<file path="config.mk">
export PLATFORM = sky130hd
export DESIGN_NAME = mem_access_ctrl
export DESIGN_NICKNAME = d
export VERILOG_FILES = /design/src/rtl/mem_ctrl_pkg.sv /design/src/rtl/mem_lat_counter.sv /design/src/rtl/mem_access_ctrl.sv
export SDC_FILE = /design/constraint.sdc
export NUM_CORES = 1
export LEC_CHECK = 0
export CORE_MARGIN = 2
export CORE_UTILIZATION = 35
export CTS_BUF_LIST = sky130_fd_sc_hd__clkbuf_16
export DETAILED_ROUTE_END_ITERATION = 10
export DONT_BUFFER_PORTS = 1
export GPL_ROUTABILITY_DRIVEN = 0
export SKIP_LAST_GASP = 1
export SLEW_MARGIN = 30
export SYNTH_ARGS = -nofsm -noshare
export SYNTH_HDL_FRONTEND = slang
export SYNTH_SLANG_ARGS = --single-unit
</file>
<file path="constraint.sdc">
create_clock -name clk -period 2.35 [get_ports clk]
set_clock_uncertainty 0.15 [all_clocks]
set_input_delay 0.235 -clock clk [delete_from_list [all_inputs] [get_ports clk]]
set_output_delay 0.235 -clock clk [all_outputs]
set_load 0.03 [all_outputs]
</file>
<file path="src/rtl/mem_ctrl_pkg.sv">
// mem_ctrl_pkg
// Shared definitions for the block-RAM initiator (mem_access_ctrl) and the
// RAM wrapper: controller state encoding, latency-counter width and the
// default word / address widths of the RAM.
package mem_ctrl_pkg;

    // Default RAM geometry, shared with the RAM wrapper
    localparam int DEFAULT_DATA_WIDTH = 16;
    localparam int DEFAULT_ADDR_WIDTH = 10;

    // Wide enough for READ_LATENCY values up to 4 (and a little headroom)
    localparam int LAT_CNT_W = 3;

    typedef enum logic [1:0] {
        IDLE      = 2'd0,
        WRITE     = 2'd1,
        READ_WAIT = 2'd2,
        RESP      = 2'd3
    } state_t;

endpackage

</file>
<file path="src/rtl/mem_lat_counter.sv">
// mem_lat_counter
// Loadable down-counter that tracks the RAM's registered read latency.
// Ports:
//   clk    in   system clock, rising edge
//   reset  in   synchronous active-high reset (count cleared to 0)
//   load   in   load the counter with READ_LATENCY
//   dec    in   decrement by one (saturates at 0)
//   zero   out  count is 0
module mem_lat_counter
    import mem_ctrl_pkg::*;
#(
    parameter int READ_LATENCY = 1
) (
    input  logic clk,
    input  logic reset,
    input  logic load,
    input  logic dec,
    output logic zero
);

    logic [LAT_CNT_W-1:0] count;

    // Load has priority over decrement; the count never wraps below zero
    always_ff @(posedge clk) begin
        if (reset) begin
            count <= '0;
        end else if (load) begin
            count <= LAT_CNT_W'(READ_LATENCY);
        end else if (dec && (count != '0)) begin
            count <= count - LAT_CNT_W'(1);
        end
    end

    assign zero = (count == '0);

endmodule

</file>
<file path="src/rtl/mem_access_ctrl.sv">
// mem_access_ctrl
// Initiator side of the block-RAM interface. Accepts single-word load/store
// requests over a valid/ready handshake, drives RAM port A and returns a
// one-cycle response pulse (read data for loads, acknowledge for stores).
//
// Optional feature: define MEM_BOUNDS_CHECK_EN to reject requests with
// req_addr >= MEM_WORDS (no RAM access, resp_err=1). Without it resp_err is
// always 0 and every address goes to the RAM.
//
// Ports:
//   clk         in   system clock, rising edge
//   reset       in   synchronous active-high reset
//   req_valid   in   request present
//   req_ready   out  controller can accept (IDLE and not in reset)
//   req_we      in   1 = store, 0 = load
//   req_addr    in   word address
//   req_wdata   in   store data
//   resp_valid  out  one-cycle completion pulse
//   resp_rdata  out  load data (0 for stores), held between pulses
//   resp_err    out  out-of-range access, qualified by resp_valid
//   ram_addr    out  RAM address
//   ram_data    out  RAM write data
//   ram_we      out  RAM write enable
//   ram_q       in   RAM read data
module mem_access_ctrl
    import mem_ctrl_pkg::*;
#(
    parameter int DATA_WIDTH   = DEFAULT_DATA_WIDTH,
    parameter int ADDR_WIDTH   = DEFAULT_ADDR_WIDTH,
    parameter int MEM_WORDS    = 512,
    parameter int READ_LATENCY = 1
) (
    input  logic                  clk,
    input  logic                  reset,
    input  logic                  req_valid,
    output logic                  req_ready,
    input  logic                  req_we,
    input  logic [ADDR_WIDTH-1:0] req_addr,
    input  logic [DATA_WIDTH-1:0] req_wdata,
    output logic                  resp_valid,
    output logic [DATA_WIDTH-1:0] resp_rdata,
    output logic                  resp_err,
    output logic [ADDR_WIDTH-1:0] ram_addr,
    output logic [DATA_WIDTH-1:0] ram_data,
    output logic                  ram_we,
    input  logic [DATA_WIDTH-1:0] ram_q
);

`ifdef MEM_BOUNDS_CHECK_EN
    localparam bit BOUNDS_EN = 1'b1;
`else
    localparam bit BOUNDS_EN = 1'b0;
`endif

    // One extra bit so MEM_WORDS == 2**ADDR_WIDTH is still representable
    localparam logic [ADDR_WIDTH:0] MEM_LIMIT = (ADDR_WIDTH + 1)'(MEM_WORDS);

    state_t state;
    logic   accept;
    logic   addr_over;
    logic   out_of_range;
    logic   cnt_load;
    logic   cnt_dec;
    logic   cnt_zero;

    // Ready is decoded from the state register but forced low while reset is
    // held, so it rises in the very first cycle after reset is released.
    assign req_ready    = (state == IDLE) && !reset;
    assign accept       = req_valid && req_ready;
    assign addr_over    = ({1'b0, req_addr} >= MEM_LIMIT);
    assign out_of_range = BOUNDS_EN && addr_over;

    assign cnt_load = accept && !req_we && !out_of_range;
    assign cnt_dec  = (state == READ_WAIT);

    mem_lat_counter #(
        .READ_LATENCY(READ_LATENCY)
    ) u_lat_counter (
        .clk  (clk),
        .reset(reset),
        .load (cnt_load),
        .dec  (cnt_dec),
        .zero (cnt_zero)
    );

    // Controller FSM with registered outputs. resp_valid, resp_err and
    // ram_we default low each cycle and are raised only on the edge that
    // enters the state in which they must be high.
    always_ff @(posedge clk) begin
        if (reset) begin
            state      <= IDLE;
            resp_valid <= 1'b0;
            resp_rdata <= '0;
            resp_err   <= 1'b0;
            ram_we     <= 1'b0;
            ram_addr   <= '0;
            ram_data   <= '0;
        end else begin
            resp_valid <= 1'b0;
            resp_err   <= 1'b0;
            ram_we     <= 1'b0;
            case (state)
                IDLE: begin
                    if (accept) begin
                        if (out_of_range) begin
                            // Rejected without touching the RAM port
                            state      <= RESP;
                            resp_valid <= 1'b1;
                            resp_err   <= 1'b1;
                            resp_rdata <= '0;
                        end else begin
                            ram_addr <= req_addr;
                            ram_data <= req_wdata;
                            if (req_we) begin
                                state      <= WRITE;
                                ram_we     <= 1'b1;
                                resp_valid <= 1'b1;
                                resp_rdata <= '0;
                            end else begin
                                state <= READ_WAIT;
                            end
                        end
                    end
                end
                WRITE: begin
                    state <= IDLE;
                end
                READ_WAIT: begin
                    // Zero means ram_q already reflects ram_addr
                    if (cnt_zero) begin
                        state      <= RESP;
                        resp_valid <= 1'b1;
                        resp_rdata <= ram_q;
                    end
                end
                RESP: begin
                    state <= IDLE;
                end
                default: begin
                    state <= IDLE;
                end
            endcase
        end
    end

endmodule

</file>
# Yosys cells after proc, flatten, opt, wreduce, memory -nomap -nowiden
# Cells that the tools add are included.
[classes] n_reduce_logical=17 n_bitwise=1 mux=14 eq_ne=6 add_sub_neg=1
[ops] cell="$mux 16" n=3
[ops] cell="$pmux 16 s2" n=1
[ops] cell="$mux 2" n=3
[ops] cell="$ne 2x2->1 const B" n=3
[ops] cell="$pmux 2 s3" n=1
[ops] cell="$reduce_or 2->1" n=3
[ops] cell="$mux 1" n=5
[ops] cell="$eq 2x2->1 const B" n=2
[ops] cell="$logic_and 1x1->1" n=4
[ops] cell="$reduce_and 2->1" n=2
[ops] cell="$reduce_and 4->1" n=1
[ops] cell="$reduce_bool 2->1" n=2
[ops] cell="$logic_not 3->1" n=1
[ops] cell="$reduce_bool 3->1" n=1
[ops] cell="$sub 3x1->3 const B" n=1
[ops] cell="$eq 2x1->1 const B" n=1
[ops] cell="$logic_not 1->1" n=2
[ops] cell="$logic_not 2->1" n=1
[ops] cell="$pmux 1 s2" n=1
[ops] cell="$not 1->1" n=1
[totals] regBits=49 wordCells=47 out_inout_bits=46

# Logic depth before layout (Yosys ltp)
# Gate-level depths: netlist (run 1).
[depth] ltp_word=5 mapped_depth=8 depth_no_buf=6

# Hierarchy
# A second synthesis (run 1) with hierarchy kept.
[hier_totals] cells_unflattened=224 hier_area_um2=1969.4
[by_module_without_submodules] mod="mem_access_ctrl" cells_each=206 n_inst=1 area_each_um2=1800.5
[by_module_without_submodules] mod="mem_lat_counter" cells_each=18 n_inst=1 area_each_um2=168.9

# Worst setup path before layout (run 1)
# OpenSTA, ideal clock, no wires.
[synth_path] path_kind="reg-to-output" start="register state[0]" end="output req_ready" arrival_time_ns=1.329 stages_incl_launch_ff=4 path_slack_ns=0.636 cell_sequence="dfxtp_1 buf_2 buf_1 nor3_1"
[synth_between] elab_chain_cells=2
[synth_rtl] item="from (decl)" line="mem_access_ctrl.sv:58" rtl="state_t state;"
[synth_rtl] item="from (signal assigned)" line="mem_access_ctrl.sv:91" rtl="state <= IDLE;"
[synth_rtl] item="from (signal assigned)" line="mem_access_ctrl.sv:107" rtl="state <= RESP;"
[synth_rtl] item="from (signal assigned)" line="mem_access_ctrl.sv:115" rtl="state <= WRITE;"
[synth_rtl] item="$logic_not 2->1" line="mem_access_ctrl.sv:68" rtl="assign req_ready = (state == IDLE) && !reset;"
[synth_rtl] item="$logic_and 1x1->1" line="mem_access_ctrl.sv:68"
[synth_rtl] item="to (decl)" line="mem_access_ctrl.sv:36" rtl="output logic req_ready,"
# Every way passes these cells.

# Worst setup path in the final report (run 1)
# Ends and elaborated chain as after synthesis.

==> out/qor.yml, run 1 <==
path_class: "flip-flop to output pin"
layout.nets: 291
p_per_area_mw_per_mm2: 800.2
synth_simple_gate_area_share: 0.2268
wirelength_um: 4489
yosysUniqueCellTypes: 27
p_leak_uw: 0.0008307
muxShareOfSynthArea: 0
cts_tree: "done"
cp_num_cells: 3
seqPwrFrac: 0.542
whs_ns: 0.003340
num_vias: 1596
rr_startpoint: "u_lat_counter.count[0]"
drt_pass1_iterations: 4
final_cell_mix: "dfxtp_1, dlygate4sd3_1, nand2_1"
yosys_register_bits: 49
die_h_um: 78.49
worstPathRequired_ns: 1.97
max_freq_mhz: 547.9
num_antenna_cells: 0
layout_commonest_cell: "dfxtp_1"
grt_pass1_vias: 1551
grt-ovfl-total: 0
syn_area_per_cell_um2: 8.747
synth_cells: 222
synth_fa_ha_area_frac: 0.01289
cts_root_buf: "clkbuf_16"
timing.critical_path.buf_inv: 2
fin_cells: 316
hold_path.class: "primary input to flip-flop"
area_growth_pct: 24.55
stdcell_area_mm2: 0.002419
setup_violations: 0
drv_cap: 0
synth_xor_area_frac: 0.004510
cts_setup_buffers: 0
cp_slowest_cell: "dfxtp_1"
slowest_delay_ns: 0.62
syn_area_mm2: 0.001942
crit_end: "req_ready"
synth.net_count: 270
p_sw_uw: 559.2
dieArea_mm2: 0.006160
finalHoldViolations: 0
grt_util_all_layers: 0.1457
htree_levels: 2
outcome: "complete, no violations"
drive_above_1_share: 0.05328
crit_top_cell: "buf_4"
fin_crit_sh: 0.7766
post-route-util: 0.4447
cp-start-kind: "flip-flop"
synth-compound-area-share: 0.1920
die_w_um: 78.49
clkPwrFrac: 0.358
portBuffers: 0
core_mm2: 0.005439
vias_per_cell: 5.051
clkLatencyLatePin_ns: 0.28
power.share.switching: 0.2890
placed_cells: 278
setup_tns_ns: 0
clock_path_buffers: 2
r2r_setup_slack_ns: 0.55
ys_seq_area_frac: 0.5052
hold_start: "ram_q[0]"
tightest_slew_ns: 0.6368
slew_headroom: 0.5744
antenna_found_initial: 0
grt_pass1_wl_um: 7155
period_needed_ns: 1.825
reg2reg_depth: 6
placedInstanceArea_mm2: 0.001967
clk_pin_slew_ns: 0.06
crit_start: "state[0]"
initial_core_util: 0.3570
ios: 92
p_int_uw: 1376
cts.sinks: 49
crit_chain: "buf_4, nor3_1, buf_4"
drtIter0Drc: 61
crit_fanout: 13
crit_family: "flip-flops"
dpl.hpwl_um: 2611
synth_top_family_by_area: "simple AND/OR/NAND/NOR gates"
arrival_ns: 1.44
drc_errors: 0
cts-buffers-inserted: 5
post_drt_wl_per_cell_um: 14.21
grt_max_degree: 54
ys.flop_type: "dfxtp_1"
vdd_ir_drop_max_v: 0.0004564
synth-async-reset-ratio: 0
drtAntennaViolNets: 0
end_kind: "output pin"
slew_viol_final: 0
std_cell_rows: 27
synth_edf_count: 0
p_comb_frac: 0.100
rr_endpoint: "resp_rdata[6]"
ys.warnings.count: 0
rsz0062_at_grt: "no"
-- repair_timing --
action                                 CTS  global route
endpoints found under the hold margin   49             0
hold buffers                            30             0
resized for setup                        0             0
-- cells in the mapped netlist, drive strengths merged, types with 3 or more instances --
| cell | count | area (um2) |
|---|---|---|
| a21oi | 18 | 90.09 |
| a22oi | 16 | 120.1 |
| buf | 12 | 62.56 |
| clkbuf | 8 | 32.53 |
| dfxtp | 49 | 980.9 |
| inv | 4 | 15.01 |
| nand2 | 28 | 105.1 |
| nand2b | 26 | 162.7 |
| nand3 | 16 | 80.08 |
| nor3 | 3 | 15.01 |
| o21ai | 26 | 130.1 |
-- kinds of logic after synthesis --
logic type,Yosys count
AOI/OAI and AO/OA,64
and+or+nand+nor,81
adders and majority gates,2
buffers and inverters,24
DFF,49
xor gates and xnor gates,1
other,1
-- metal layers --
metal	global-route usage	wire, um
met4	0.02632	27
met2	0.2431	2048
met5	0	0
met1	0.1750	1948
met3	0.06552	465
-- power groups by stage --
| stage | logic (uW) | clock network [uW] | registers, uW |
|---|---|---|---|
| detailed placement | 141 | 0 | 1070 |
| global placement | 135 | 0 | 1070 |
| global route | 218 | 752 | 1060 |
| floorplan | 137 | 0 | 1050 |
| CTS | 192 | 720 | 1050 |
| finish | 193 | 693 | 1050 |
-- metrics by stage --
step                setup WS [ns]  power [uW]
global placement           0.5771        1203
finish                     0.5249        1935
global route               0.3379        2026
floorplan                  0.6357        1187
detailed placement         0.5115        1208
CTS                        0.4985        1962
-- how the worst min path moves through the flow --
stage	to	slack [ns]	cells past startpoint
after floorplan	ram_addr[0]	0.19	2
after global placement	resp_rdata[3]	0.16	1
after detailed placement	resp_rdata[3]	0.16	1
after CTS	resp_rdata[0]	0.0003	2
after global routing	resp_rdata[4]	0.01	2
final	resp_rdata[0]	0.003	2
-- worst register-to-register path, cell delays in order, from the launching register on --
cell,delay [ns]
dfxtp_1,0.34
inv_1,0.05
ha_1,0.19
ha_1,0.21
nand2_1,0.49
nand3_1,0.16
a21oi_1,0.15
-- layout make-up --
| type | count | area (um2) |
|---|---|---|
| Tap cell | 72 | 90.09 |
| Fill cell | 504 | 3020 |
| Clock inverter | 3 | 16.27 |
| Clock buffer | 5 | 125.1 |
| Multi-Input combinational cell | 149 | 850.8 |
| Inverter | 4 | 15.01 |
| Timing Repair Buffer | 34 | 340.3 |
| Sequential cell | 49 | 980.9 |
-- flip-flops by register name, indices dropped and copies added (netlist names) --
name                 cells
ram_data                16
resp_rdata              16
ram_addr                10
u_lat_counter.count      3
state                    2
ram_we                   1
resp_valid               1
(Power assumes the default switching activity.)
==> run 2: changes to the inputs <==
==> constraint.sdc (replaced) <==
create_clock -name clk -period 1.6 [get_ports clk]
set_clock_uncertainty 0.15 [all_clocks]
set_input_delay 0.16 -clock clk [delete_from_list [all_inputs] [get_ports clk]]
set_output_delay 0.16 -clock clk [all_outputs]
set_load 0.03 [all_outputs]
==> out/qor.yml, run 2 (same netlist as run 1, synthesis figures left out) <==
num_antenna_cells: 0
end_kind: "flip-flop"
cts_tree: "done"
setup_tns_ns: 0
setup_violations: 0
portBuffers: 0
fin_crit_sh: 0.9833
hold_path.class: "primary input to flip-flop"
p_per_area_mw_per_mm2: 1060
drv_cap: 0
met2_wirelength_um: 2297
power.share.switching: 0.2908
ios: 92
drt_pass1_iterations: 4
cp_slowest_cell: "dfxtp_2"
wirelength_um: 4970
grt_util_all_layers: 0.1626
die_h_um: 78.49
cts-buffers-inserted: 5
core_mm2: 0.005439
dieArea_mm2: 0.006160
met3RoutedLength_um: 430
p_int_uw: 2089
crit_fanout: 16
clk_pin_slew_ns: 0.06
post_drt_wl_per_cell_um: 14.75
htree_levels: 2
drtAntennaViolNets: 0
seqPwrFrac: 0.524
final_cell_mix: "dfxtp_1, dlygate4sd3_1, nand2_1"
vias_per_cell: 5.042
timing.critical_path.buf_inv: 2
worstPathRequired_ns: 1.62
std_cell_rows: 27
grt_max_degree: 54
clkPwrFrac: 0.341
arrival_ns: 1.59
clkLatencyLatePin_ns: 0.28
drive_above_1_share: 0.1623
stdcell_area_mm2: 0.002779
clock_path_buffers: 2
p_comb_frac: 0.135
vdd_ir_drop_max_v: 0.0005963
drt-met1-wl_um: 2166
finalHoldViolations: 0
slowest_delay_ns: 0.34
area_growth_pct: 43.11
initial_core_util: 0.3570
rsz0062_at_grt: "yes"
placedInstanceArea_mm2: 0.002076
grt-ovfl-total: 0
cts.sinks: 49
crit_chain: "inv_2, ha_4, ha_4, and3b_2, buf_12, a22oi_1, a21oi_1"
crit_top_cell: "ha_4"
layout_commonest_cell: "dfxtp_1"
cp-start-kind: "flip-flop"
dpl.hpwl_um: 2677
layout.nets: 312
cts_root_buf: "clkbuf_16"
outcome: "complete, no violations"
slew_viol_final: 0
p_leak_uw: 0.0009563
num_vias: 1699
drc_errors: 0
grt_pass1_wl_um: 7879
drtIter0Drc: 84
top_layer_used: "met4"
die_w_um: 78.49
max_freq_mhz: 635.6
path_class: "flip-flop to flip-flop"
grt_pass1_vias: 1677
antenna_found_initial: 0
period_needed_ns: 1.573
crit_family: "flip-flops"
top_regs: "ram_data (16), resp_rdata (16), ram_addr (10)"
p_sw_uw: 856.6
==> run 2: cell count changes in the layout (fill, tap and decap cells not counted), moves of 3 or more <==
cell           previous run  this run
a22oi_1                  16         4
buf_12                    1         4
dlygate4sd3_1            29        44
dfxtp_1                  49        46
a22oi_2                   0        12
dfxtp_2                   0         3
==> run 2: final timing paths <==
kind	start	end	slack, ns	cells after the start
max reg2reg	u_lat_counter.count[0]	resp_rdata[3]	0.03	7
max	u_lat_counter.count[0]	resp_rdata[3]	0.03	7
min	reset	resp_rdata[7]	0.03	2
min reg2reg	resp_rdata[2]	resp_rdata[2]	0.37	2
==> run 2: layer usage <==
layer	GRT usage	vias to the layer above
li1	-	842
met1	0.1823	771
met2	0.2784	79
met3	0.06092	7
met4	0.06491	0
met5	0	-
==> run 2: timing repair <==
action / CTS / global route
setup buffers: 0 / 2
resized for setup: 6 / 16
endpoints found under the setup margin: 3 / 19
hold buffers: 45 / 0
pin swaps: 1 / 9
endpoints found under the hold margin: 49 / 0
gates cloned: 0 / 0
==> run 2: power groups by stage <==
stage | Combinational (uW) | Sequential, uW | Clock [uW]
after detailed placement | 253 | 1560 | 0
after CTS | 369 | 1540 | 1050
final | 399 | 1540 | 1000
after global placement | 245 | 1560 | 0
after floorplan | 220 | 1540 | 0
after global routing | 438 | 1550 | 1090
==> run 2: final cells by class <==
type	instances	area, um2
Fill cell	475	2660
Tap cell	72	90.09
Clock inverter	3	15.01
Timing Repair Buffer	55	580.6
Inverter	4	15.01
Clock buffer	5	125.1
Multi-Input combinational cell	149	968.4
Sequential cell	49	984.7
==> run 2: through the flow <==
stage | setup slack, ns | hold slack [ns] | utilization | std cells | total power, uW
after floorplan | -0.008441 | 0.1186 | - | 222 | 1763
after global placement | 0.006991 | 0.08045 | 0.3816 | 282 | 1807
after detailed placement | -0.1317 | 0.08532 | 0.3816 | 282 | 1817
after CTS | -0.03493 | 0.02343 | 0.4955 | 335 | 2953
after global routing | -0.05535 | 0.04772 | 0.5109 | 337 | 3085
final | 0.02678 | 0.02934 | 0.5109 | 337 | 2946
==> run 3: changes to the inputs <==
--- a/config.mk
+++ b/config.mk
@@ -11,6 +11,7 @@
 export DETAILED_ROUTE_END_ITERATION = 10
 export DONT_BUFFER_PORTS = 1
 export GPL_ROUTABILITY_DRIVEN = 0
+export SETUP_SLACK_MARGIN = 0.2
 export SKIP_LAST_GASP = 1
 export SLEW_MARGIN = 30
 export SYNTH_ARGS = -nofsm -noshare
==> out/qor.yml, run 3 (same netlist as run 1, synthesis figures left out) <==
finalHoldViolations: 0
grt-busiest-layer: "met2"
layout_commonest_cell: "dfxtp_1"
dp_slack_ns: -0.08083
crit_start: "u_lat_counter.count[0]"
grt-ovfl-total: 0
clock_path_buffers: 2
rr_startpoint: "u_lat_counter.count[0]"
cts_root_buf: "clkbuf_16"
path_class: "flip-flop to flip-flop"
drc_errors: 0
grt_pass1_wl_um: 8680
crit_top_cell: "ha_4"
cp_num_cells: 7
grt_pass1_vias: 1861
rsz0062_at_grt: "yes"
setup_violations: 0
end_kind: "flip-flop"
cp_slowest_cell: "dfxtp_2"
layout.nets: 326
drtIter0Drc: 59
crit_fanout: 10
drt_pass1_iterations: 4
rr_endpoint: "resp_rdata[9]"
outcome: "complete, no violations"
reg2reg_depth: 7
cts-buffers-inserted: 5
p_per_area_mw_per_mm2: 987.2
vias_per_cell: 5.194
seqPwrFrac: 0.498
worst_slack_ns: 0.05207
clkPwrFrac: 0.329
p_comb_frac: 0.173
vdd_ir_drop_max_v: 0.0006732
p_int_uw: 2175
p_leak_uw: 0.001166
dieArea_mm2: 0.006160
clk_pin_slew_ns: 0.06
post_drt_wl_per_cell_um: 16.28
max_freq_mhz: 646.0
portBuffers: 0
timing.critical_path.buf_inv: 2
std_cell_rows: 27
worstHoldPathCells: 2
wirelength_um: 5714
htree_levels: 2
top_regs: "ram_data (16), resp_rdata (16), ram_addr (10)"
drive_above_1_share: 0.3441
antenna_found_initial: 0
area_growth_pct: 62.11
slowest_delay_ns: 0.33
power.share.switching: 0.3002
global_route.usage.met3: 0.05977
met1_usage: 0.1981
hold_path.class: "primary input to flip-flop"
ios: 92
worstPathRequired_ns: 1.62
num_antenna_cells: 0
cts.sinks: 49
fillers: 438
whs_ns: 0.03112
fin_crit_sh: 0.9675
cp-start-kind: "flip-flop"
placed_cells: 284
period_needed_ns: 1.548
drv_cap: 0
die_h_um: 78.49
drtAntennaViolNets: 0
r2r_setup_slack_ns: 0.05
core_mm2: 0.005439
arrival_ns: 1.57
grt_util_all_layers: 0.1787
crit_chain: "inv_2, ha_4, ha_4, and3b_2, buf_8, a22oi_1, a21oi_1"
dpl.hpwl_um: 2632
post-route-util: 0.5788
num_vias: 1823
fin_cells: 351
final_cell_mix: "dfxtp_1, dlygate4sd3_1, nand2b_1"
use_met2: 0.3138
grt_max_degree: 50
cts_tree: "done"
crit_family: "flip-flops"
crit_end: "resp_rdata[9]"
die_w_um: 78.49
p_sw_uw: 933.0
initial_core_util: 0.3570
clkLatencyLatePin_ns: 0.28
slew_viol_final: 0
-- run 3: cell types whose count changed in the layout (fill, tap and decap cells not counted), sizes merged --
cell and delta:
clkinv +2, clkbuf +2, buf +12, clkinvlp -1
inv -1
-- run 3: timing repair --
action                                 CTS  global route
cloned                                   4             2
gates resized for setup                 14            82
pin swaps                               15            33
hold buffers                            45             0
setup endpoints to repair               46            47
setup buffers                            5             3
endpoints found under the hold margin   49             0
-- run 3: worst min-delay path by stage --
stage / from / end
global route: reset / resp_rdata[6]
CTS: reset / u_lat_counter.count[0]
global placement: reset / u_lat_counter.count[0]
finish: reset / resp_rdata[5]
detailed placement: reset / u_lat_counter.count[0]
floorplan: req_addr[0] / ram_addr[0]
-- run 3: per-stage QoR --
step / setup TNS [ns] / instance area, um2 / power (uW)
after floorplan: 0 / 2013 / 1766
after global placement: 0 / 2077 / 1804
after detailed placement: -0.09881 / 2077 / 1813
after CTS: 0 / 2860 / 3028
after global routing: -0.05173 / 3148 / 3249
final: 0 / 3148 / 3108
-- run 3: final cells by class --
class,instances,area [um2],area share
Multi-Input combinational cell,149,1134,0.3601
Sequential cell,49,988.4,0.3140
Timing Repair Buffer,69,779.5,0.2476
Clock buffer,5,125.1,0.03975
Tap cell,72,90.09,0.02862
Clock inverter,3,16.27,0.005167
Inverter,4,15.01,0.004769
-- run 3: power groups by stage --
stage                     Sequential (uW)  Combinational [uW]  Clock, uW
final                                1550                 539       1020
after detailed placement             1570                 244          0
after floorplan                      1540                 224          0
after global placement               1570                 236          0
after global routing                 1560                 583       1110
after CTS                            1540                 428       1060
-- run 3: layer usage --
| metal | wire, um | vias up |
|---|---|---|
| met1 | 2239 | 862 |
| li1 | - | 875 |
| met5 | 0 | - |
| met4 | 92 | 0 |
| met3 | 485 | 11 |
| met2 | 2896 | 75 |
-- run 3: worst reg2reg max path: stages (launching register included) --
cell and delay (ns):
dfxtp_2 0.33, inv_2 0.04, ha_4 0.15, ha_4 0.16, and3b_2 0.22, buf_8 0.15, a22oi_1 0.15, a21oi_1 0.08
